**config.mk**
```make
export PLATFORM = sky130hd
export DESIGN_NAME = hazard_unit
export DESIGN_NICKNAME = d
export VERILOG_FILES = /design/src/rtl/hazard_unit.sv
export SDC_FILE = /design/constraint.sdc
export NUM_CORES = 1
export LEC_CHECK = 0
export ABC_AREA = 1
export BUFFER_PORTS_ARGS = -buffer_cell sky130_fd_sc_hd__buf_4
export CAP_MARGIN = 20
export CELL_PAD_IN_SITES_DETAIL_PLACEMENT = 2
export CELL_PAD_IN_SITES_GLOBAL_PLACEMENT = 2
export CORE_ASPECT_RATIO = 0.5
export CORE_MARGIN = 2
export CORE_UTILIZATION = 28
export DETAILED_ROUTE_END_ITERATION = 16
export HOLD_SLACK_MARGIN = 0.06
export PLACE_DENSITY_LB_ADDON = 0.1
export SLEW_MARGIN = 20
export SYNTH_ARGS = -nofsm -noshare
export SYNTH_HDL_FRONTEND = slang
export SYNTH_SLANG_ARGS = --single-unit
```
**constraint.sdc**
```tcl
create_clock -name clk -period 1.3 [get_ports clk]
set_input_delay 0.065 -clock clk [delete_from_list [all_inputs] [get_ports clk]]
set_output_delay 0.065 -clock clk [all_outputs]
set_load 0.01 [all_outputs]
```
**src/rtl/hazard_unit.sv**
```systemverilog
// hazard_unit: RV32 pipeline hazard control with registered E/M/W tag mirror and optional stall/flush counters
module hazard_unit #(
  parameter int REG_ADDR_W = 6,
  parameter logic [1:0] LOAD_SRC = 2'b01,
  parameter int CNT_W = 32
) (
  input  logic                  clk,
  input  logic                  rst_n,
  input  logic [REG_ADDR_W-1:0] RS1D,
  input  logic [REG_ADDR_W-1:0] RS2D,
  input  logic [REG_ADDR_W-1:0] RDD,
  input  logic                  RegWriteD,
  input  logic [1:0]            ResultSrcD,
  input  logic                  PCSrcE,
  output logic                  StallF,
  output logic                  StallD,
  output logic                  FlushD,
  output logic                  FlushE,
  output logic [1:0]            ForwardAE,
  output logic [1:0]            ForwardBE
`ifdef HAZARD_PERF_CNT_EN
  , output logic [CNT_W-1:0]    StallCount,
  output logic [CNT_W-1:0]      FlushCount
`endif
);
  logic                  rw_e, ld_e, rw_m, rw_w, lw_stall;
  logic [REG_ADDR_W-1:0] rd_e, rs1_e, rs2_e, rd_m, rd_w;
  always_ff @(posedge clk) begin
    if (!rst_n) begin
      {rw_e, ld_e, rd_e, rs1_e, rs2_e} <= '0;
      {rw_m, rd_m, rw_w, rd_w} <= '0;
    end else begin
      {rw_e, ld_e, rd_e, rs1_e, rs2_e} <= FlushE ? '0 :
        {RegWriteD, ResultSrcD == LOAD_SRC, RDD, RS1D, RS2D};
      {rw_m, rd_m} <= {rw_e, rd_e};
      {rw_w, rd_w} <= {rw_m, rd_m};
    end
  end
  always_comb begin
    lw_stall  = ld_e && rw_e && rd_e != '0 && (rd_e == RS1D || rd_e == RS2D);
    FlushD    = rst_n && PCSrcE;
    FlushE    = rst_n && (PCSrcE || lw_stall);
    StallF    = rst_n && lw_stall && !PCSrcE;
    StallD    = StallF;
    ForwardAE = !rst_n ? 2'b00 :
                (rw_m && rd_m != '0 && rd_m == rs1_e) ? 2'b10 :
                (rw_w && rd_w != '0 && rd_w == rs1_e) ? 2'b01 : 2'b00;
    ForwardBE = !rst_n ? 2'b00 :
                (rw_m && rd_m != '0 && rd_m == rs2_e) ? 2'b10 :
                (rw_w && rd_w != '0 && rd_w == rs2_e) ? 2'b01 : 2'b00;
  end
`ifdef HAZARD_PERF_CNT_EN
  logic [CNT_W-1:0] stall_cnt, flush_cnt;
  always_ff @(posedge clk) begin
    if (!rst_n) begin
      stall_cnt <= '0;
      flush_cnt <= '0;
    end else begin
      if (StallD) stall_cnt <= stall_cnt + CNT_W'(1);
      if (PCSrcE) flush_cnt <= flush_cnt + CNT_W'(1);
    end
  end
  assign StallCount = rst_n ? stall_cnt : '0;
  assign FlushCount = rst_n ? flush_cnt : '0;
`endif
endmodule

```
# After elaboration in Yosys (flattened, before gate mapping)
# Index checks and enable logic that the tools add are counted.
# Widths: inputs -> output; s select.
dict set report totals {
  ff_bits 34
  output_inout_bits 8
  in_bits 24
  word_cells 43
}
dict set report op_classes {
  eq_ne 7
  bitwise 1
  mux 6
  reduce_logical 20
}
# operator count
set op_table {}
lappend op_table {{$eq 6x6->1} 6}
lappend op_table {{$reduce_bool 6->1} 3}
lappend op_table {{$logic_and 1x1->1} 13}
lappend op_table {{$mux 2} 4}
lappend op_table {{$eq 2x1->1 const B} 1}
lappend op_table {{$logic_or 1x1->1} 2}
lappend op_table {{$mux 1} 2}
lappend op_table {{$reduce_or 2->1} 1}
lappend op_table {{$logic_not 1->1} 1}
lappend op_table {{$not 1->1} 1}

# Depth between registers and ports, before layout
dict set report depth {
  word_depth 6
  ltp_mapped 10
  mapped_depth_nobuf 9
}

# Least setup slack after synthesis
# Ideal clock, no wire load.
dict set report synth_timing {
  path_type {register -> output}
  startpoint {register rd_e[2]}
  endpoint {output port StallF}
  required_time_ns 1.235
  path_buffers 1
  stages_incl_launch_ff 10
  path_slack_ns 0.049
  t_arrival_ns 1.186
  path_cell_list {dfxtp_1 > inv_1 > nand2_1 > nand2_1 > nor2_1 > nand3_1 > nand2_1 > nand3_1 > nor2_1 > buf_4}
}
dict set report synth_via {
  elab_chain_cells 5
  elab_cells_between_ends 8
  classes_between {eq/ne: 2; reduce/logical: 6}
}
# element line
set synth_rtl {}
lappend synth_rtl {{start: declaration} 27} ;# logic [REG_ADDR_W-1:0] rd_e, rs1_e, rs2_e, rd_m, rd_w;
lappend synth_rtl {{start signal: assignment} 33} ;# {rw_e, ld_e, rd_e, rs1_e, rs2_e} <= FlushE ? '0 :
lappend synth_rtl {{$eq 6x6->1 or $reduce_bool 6->1 (tied branches)} 40} ;# lw_stall = ld_e && rw_e && rd_e != '0 && (rd_e == RS1D || rd_e == RS2D);
lappend synth_rtl {{$logic_or 1x1->1 or $logic_and 1x1->1 (tied branches)} 40}
lappend synth_rtl {{$logic_and 1x1->1 (*)} 40}
lappend synth_rtl {{$logic_and 1x1->1 (*) (2 in series)} 43} ;# StallF = rst_n && lw_stall && !PCSrcE;
lappend synth_rtl {{end: declaration} 15} ;# output logic StallF,
# Every way passes the cells marked *; elsewhere a longest branch is shown, timed or not.

# Worst setup path after layout
dict set report layout_timing {
  startpoint {register rd_e[2]}
  endpoint {register rw_e}
}
dict set report layout_via {
  elab_chain_cells 6
  elab_cells_between_ends 9
  classes_between {eq/ne: 2; reduce/logical: 7}
}
# element line
set layout_rtl {}
lappend layout_rtl {{$eq 6x6->1 or $reduce_bool 6->1 (tied branches)} 40}
lappend layout_rtl {{$logic_or 1x1->1 or $logic_and 1x1->1 (tied branches)} 40}
lappend layout_rtl {{$logic_and 1x1->1 (*)} 40}
lappend layout_rtl {{$logic_or 1x1->1 (*)} 42} ;# FlushE = rst_n && (PCSrcE || lw_stall);
lappend layout_rtl {{$logic_and 1x1->1 (*)} 42}
lappend layout_rtl {{$reduce_or 2->1 (no source line) (*)} --}
lappend layout_rtl {{end signal: assignment} 33}
lappend layout_rtl {{end: declaration} 26} ;# logic rw_e, ld_e, rw_m, rw_w, lw_stall;
# Marked as above.
# A chain may end at the register's enable or synchronous reset.

==> impl_metrics.tcl <==
set metrics [dict create \
    p_sw_uw 866 \
    dp_hpwl_mm 4.31 \
    cts.sinks 34 \
    hold_start "RS2D[0]" \
    ioPinCount 32 \
    fin_util 0.489 \
    die_x_um 112 \
    setup-violations-final 27 \
    grt_setup_unrepaired "true" \
    rr_worst_depth 12 \
    syn_area_per_cell_um2 6.30 \
    area_growth_pct 65.3 \
    ys_seq_elements 34 \
    wl_mm 9.34 \
    synth_enable_flop_cells 0 \
    critPathCaptureType "register" \
    grt_pass1_vias 2135 \
    drive_gt1_frac 0.458 \
    clock_latency_ns 0.29 \
    clockPowerShare 0.505 \
    rows 19 \
    drv_cap 0 \
    drt_iter0_drc 63 \
    syn_inst 261 \
    numCtsBuffers 5 \
    worstMarginPinSlew_ns 0.447 \
    grtUsageTotal 0.243 \
    fmax_mhz 604 \
    required_ns 1.52 \
    grt_max_degree 17 \
    via_per_inst 4.81 \
    netlist_top_cells_area "dfxtp_1, nand2_1, inv_1" \
    clk_path_buf_depth 2 \
    fin_crit_ns 1.65 \
    grt_pass1_wl_mm 11.8 \
    crit_type "register to register" \
    synth.distinct_cells 20 \
    syn_nets 285 \
    ys_top_cells_by_count "nand2_1, inv_1, nor2_1, dfxtp_1, nand3_1" \
    hold_path_depth 3 \
    violations "negative setup slack" \
    pwr-share-seq 0.344 \
    start_kind "register" \
    vias 1906 \
    hold_path_end "rs2_e[0]" \
    power.density_nw_per_um2 1190 \
    ff2ff_setup_slack_ns -0.35 \
    ys_seq_area_frac 0.414 \
    clk_pin_slew_worst_paths_ns 0.07 \
    finalNetCount 346 \
    die_y_um 58.2 \
    r2r-start "rd_e[2]" \
    place.gp.congestion 0.809 \
    yosysMostFrequentCell "nand2_1" \
    p_leak_uw 0.00141 \
    fin_skew_ns 0.00756 \
    crit_fanout 8 \
    overflow 0 \
    period_share 1.27 \
    h-tree-depth 2 \
    p_comb_frac 0.151 \
    worstPathArrival_ns 1.87 \
    io_buffers 31 \
    diodes 0 \
    post-synth-top-area-fraction 0.414 \
    wl_per_cell_um 23.6 \
    ant_nets 0 \
    maxSlewViolCount 0 \
    relSlewSlack 0.701 \
    start_util 0.296 \
    die_area_um2 6540 \
    stdcell_count 396 \
    synth_ff_type "dfxtp_1" \
    regToRegEndpoint "rw_e" \
    hold_ws_ns 0.0839 \
    finalWorstSetupSlack_ns -0.355 \
    hold_path_class "primary input to register" \
    status "finished, violations left" \
    async_flop_share 0 \
    synth_area_um2 1640 \
    ys.warnings.count 0 \
    ir_drop_mv 0.916 \
    p_int_uw 2380 \
    hold_viol 0 \
    antenna_found_initial 0 \
    firstDrtPassIters 4 \
    cts_root_buf "clkbuf_16" \
    netSwitchingFraction 0.267 \
    dpl.cell_count 367 \
    yosysTopAreaCell "dfxtp_1" \
    drc_errors 0 \
    cts_tree "yes" \
    core_area_um2 5560 \
]
==> worst max-delay path: stages (launching register included) <==
cell     delay [ns]
dfxtp_4        0.37
inv_2          0.08
nand2_1        0.08
nand2_1        0.11
nor2_2         0.05
nand3_2        0.08
nand2_2        0.08
buf_4          0.14
buf_6          0.11
nand2_4        0.08
nand2_8        0.08
buf_12         0.17
nor2_1         0.13
==> cells in the final DEF (no fill, tap or decap), types with 2 or more instances in the layout <==
cell type	Yosys	final
nor2_2	2	17
nand2_1	74	54
a21oi_1	4	4
nor2_1	45	23
inv_2	1	11
bufinv_16	0	2
buf_6	2	7
buf_4	1	37
nand4_1	3	3
dfxtp_4	0	9
nor3_2	0	5
dfxtp_2	0	12
nand2_2	1	19
clkbuf_16	0	5
inv_1	60	47
nand3_2	0	4
nor2_4	0	7
nand3_1	9	4
dlygate4sd3_1	0	12
o22ai_1	2	2
o21ai_0	7	4
dfxtp_1	34	13
o21ai_2	0	2
xor2_1	6	5
inv_4	0	3
==> cell type report <==
cell class | instances | area, µm²
Tap cell | 73 | 91.3
Clock inverter | 3 | 68.8
Timing Repair Buffer | 59 | 539
Clock buffer | 5 | 125
Sequential cell | 34 | 729
Inverter | 61 | 236
Multi-Input combinational cell | 161 | 927
Fill cell | 654 | 2850
==> metrics by stage <==
stage | setup TNS [ns] | area, µm² | total power [µW] | worst slack [ns]
floorplan | 0 | 1640 | 1280 | 0.0488
global placement | -1.13 | 2010 | 1420 | -0.0837
detailed placement | -1.92 | 2010 | 1430 | -0.105
CTS | -3.84 | 2540 | 3100 | -0.274
global route | -9.67 | 2720 | 3330 | -0.407
finish | -8.47 | 2720 | 3250 | -0.355
==> flip-flops by register name, indices dropped and copies added (netlist names) <==
register  count
rs1_e         6
rw_e          1
rd_w          6
ld_e          1
rw_m          1
rd_e          6
rw_w          1
rd_m          6
rs2_e         6
==> kinds of logic after synthesis <==
family,synth area share
flip-flops,0.414
buffers and inverters,0.163
AO/OA/AOI/OAI,0.0457
AND/OR/NAND/NOR,0.340
XOR/XNOR,0.0373
==> routing by layer <==
layer | vias up | part of all wire | GRT usage
met5 | - | 0 | 0
met4 | 0 | 0.016 | 0.0575
met3 | 13 | 0.036 | 0.0533
met2 | 54 | 0.51 | 0.467
met1 | 956 | 0.44 | 0.282
li1 | 883 | - | -
==> worst max path at each step <==
stage | startpoint | endpoint | cells past startpoint
CTS | rd_e[5] | StallD | 9
global placement | rd_e[5] | StallF | 9
floorplan | rd_e[2] | StallF | 9
global route | rd_e[2] | rd_e[4] | 12
detailed placement | rd_e[1] | StallD | 9
finish | rd_e[2] | rw_e | 12
==> power groups by stage <==
stage | Sequential [µW] | Clock (µW) | Combinational, µW
2_1_floorplan | 1120 | 0 | 161
3_3_place_gp | 1130 | 0 | 283
3_5_place_dp | 1140 | 0 | 296
4_1_cts | 1110 | 1590 | 389
5_1_grt | 1120 | 1690 | 520
6_report | 1120 | 1640 | 491
==> timing repair <==
action / in CTS / in global routing
resized for setup: 60 / 65
setup buffers: 7 / 2
pin swaps: 24 / 27
endpoints found under the hold margin: 11 / 0
gates cloned: 1 / 0
hold buffers: 12 / 0
endpoints found under the setup margin: 27 / 27
No activity file was read; power rests on OpenSTA's default activity.
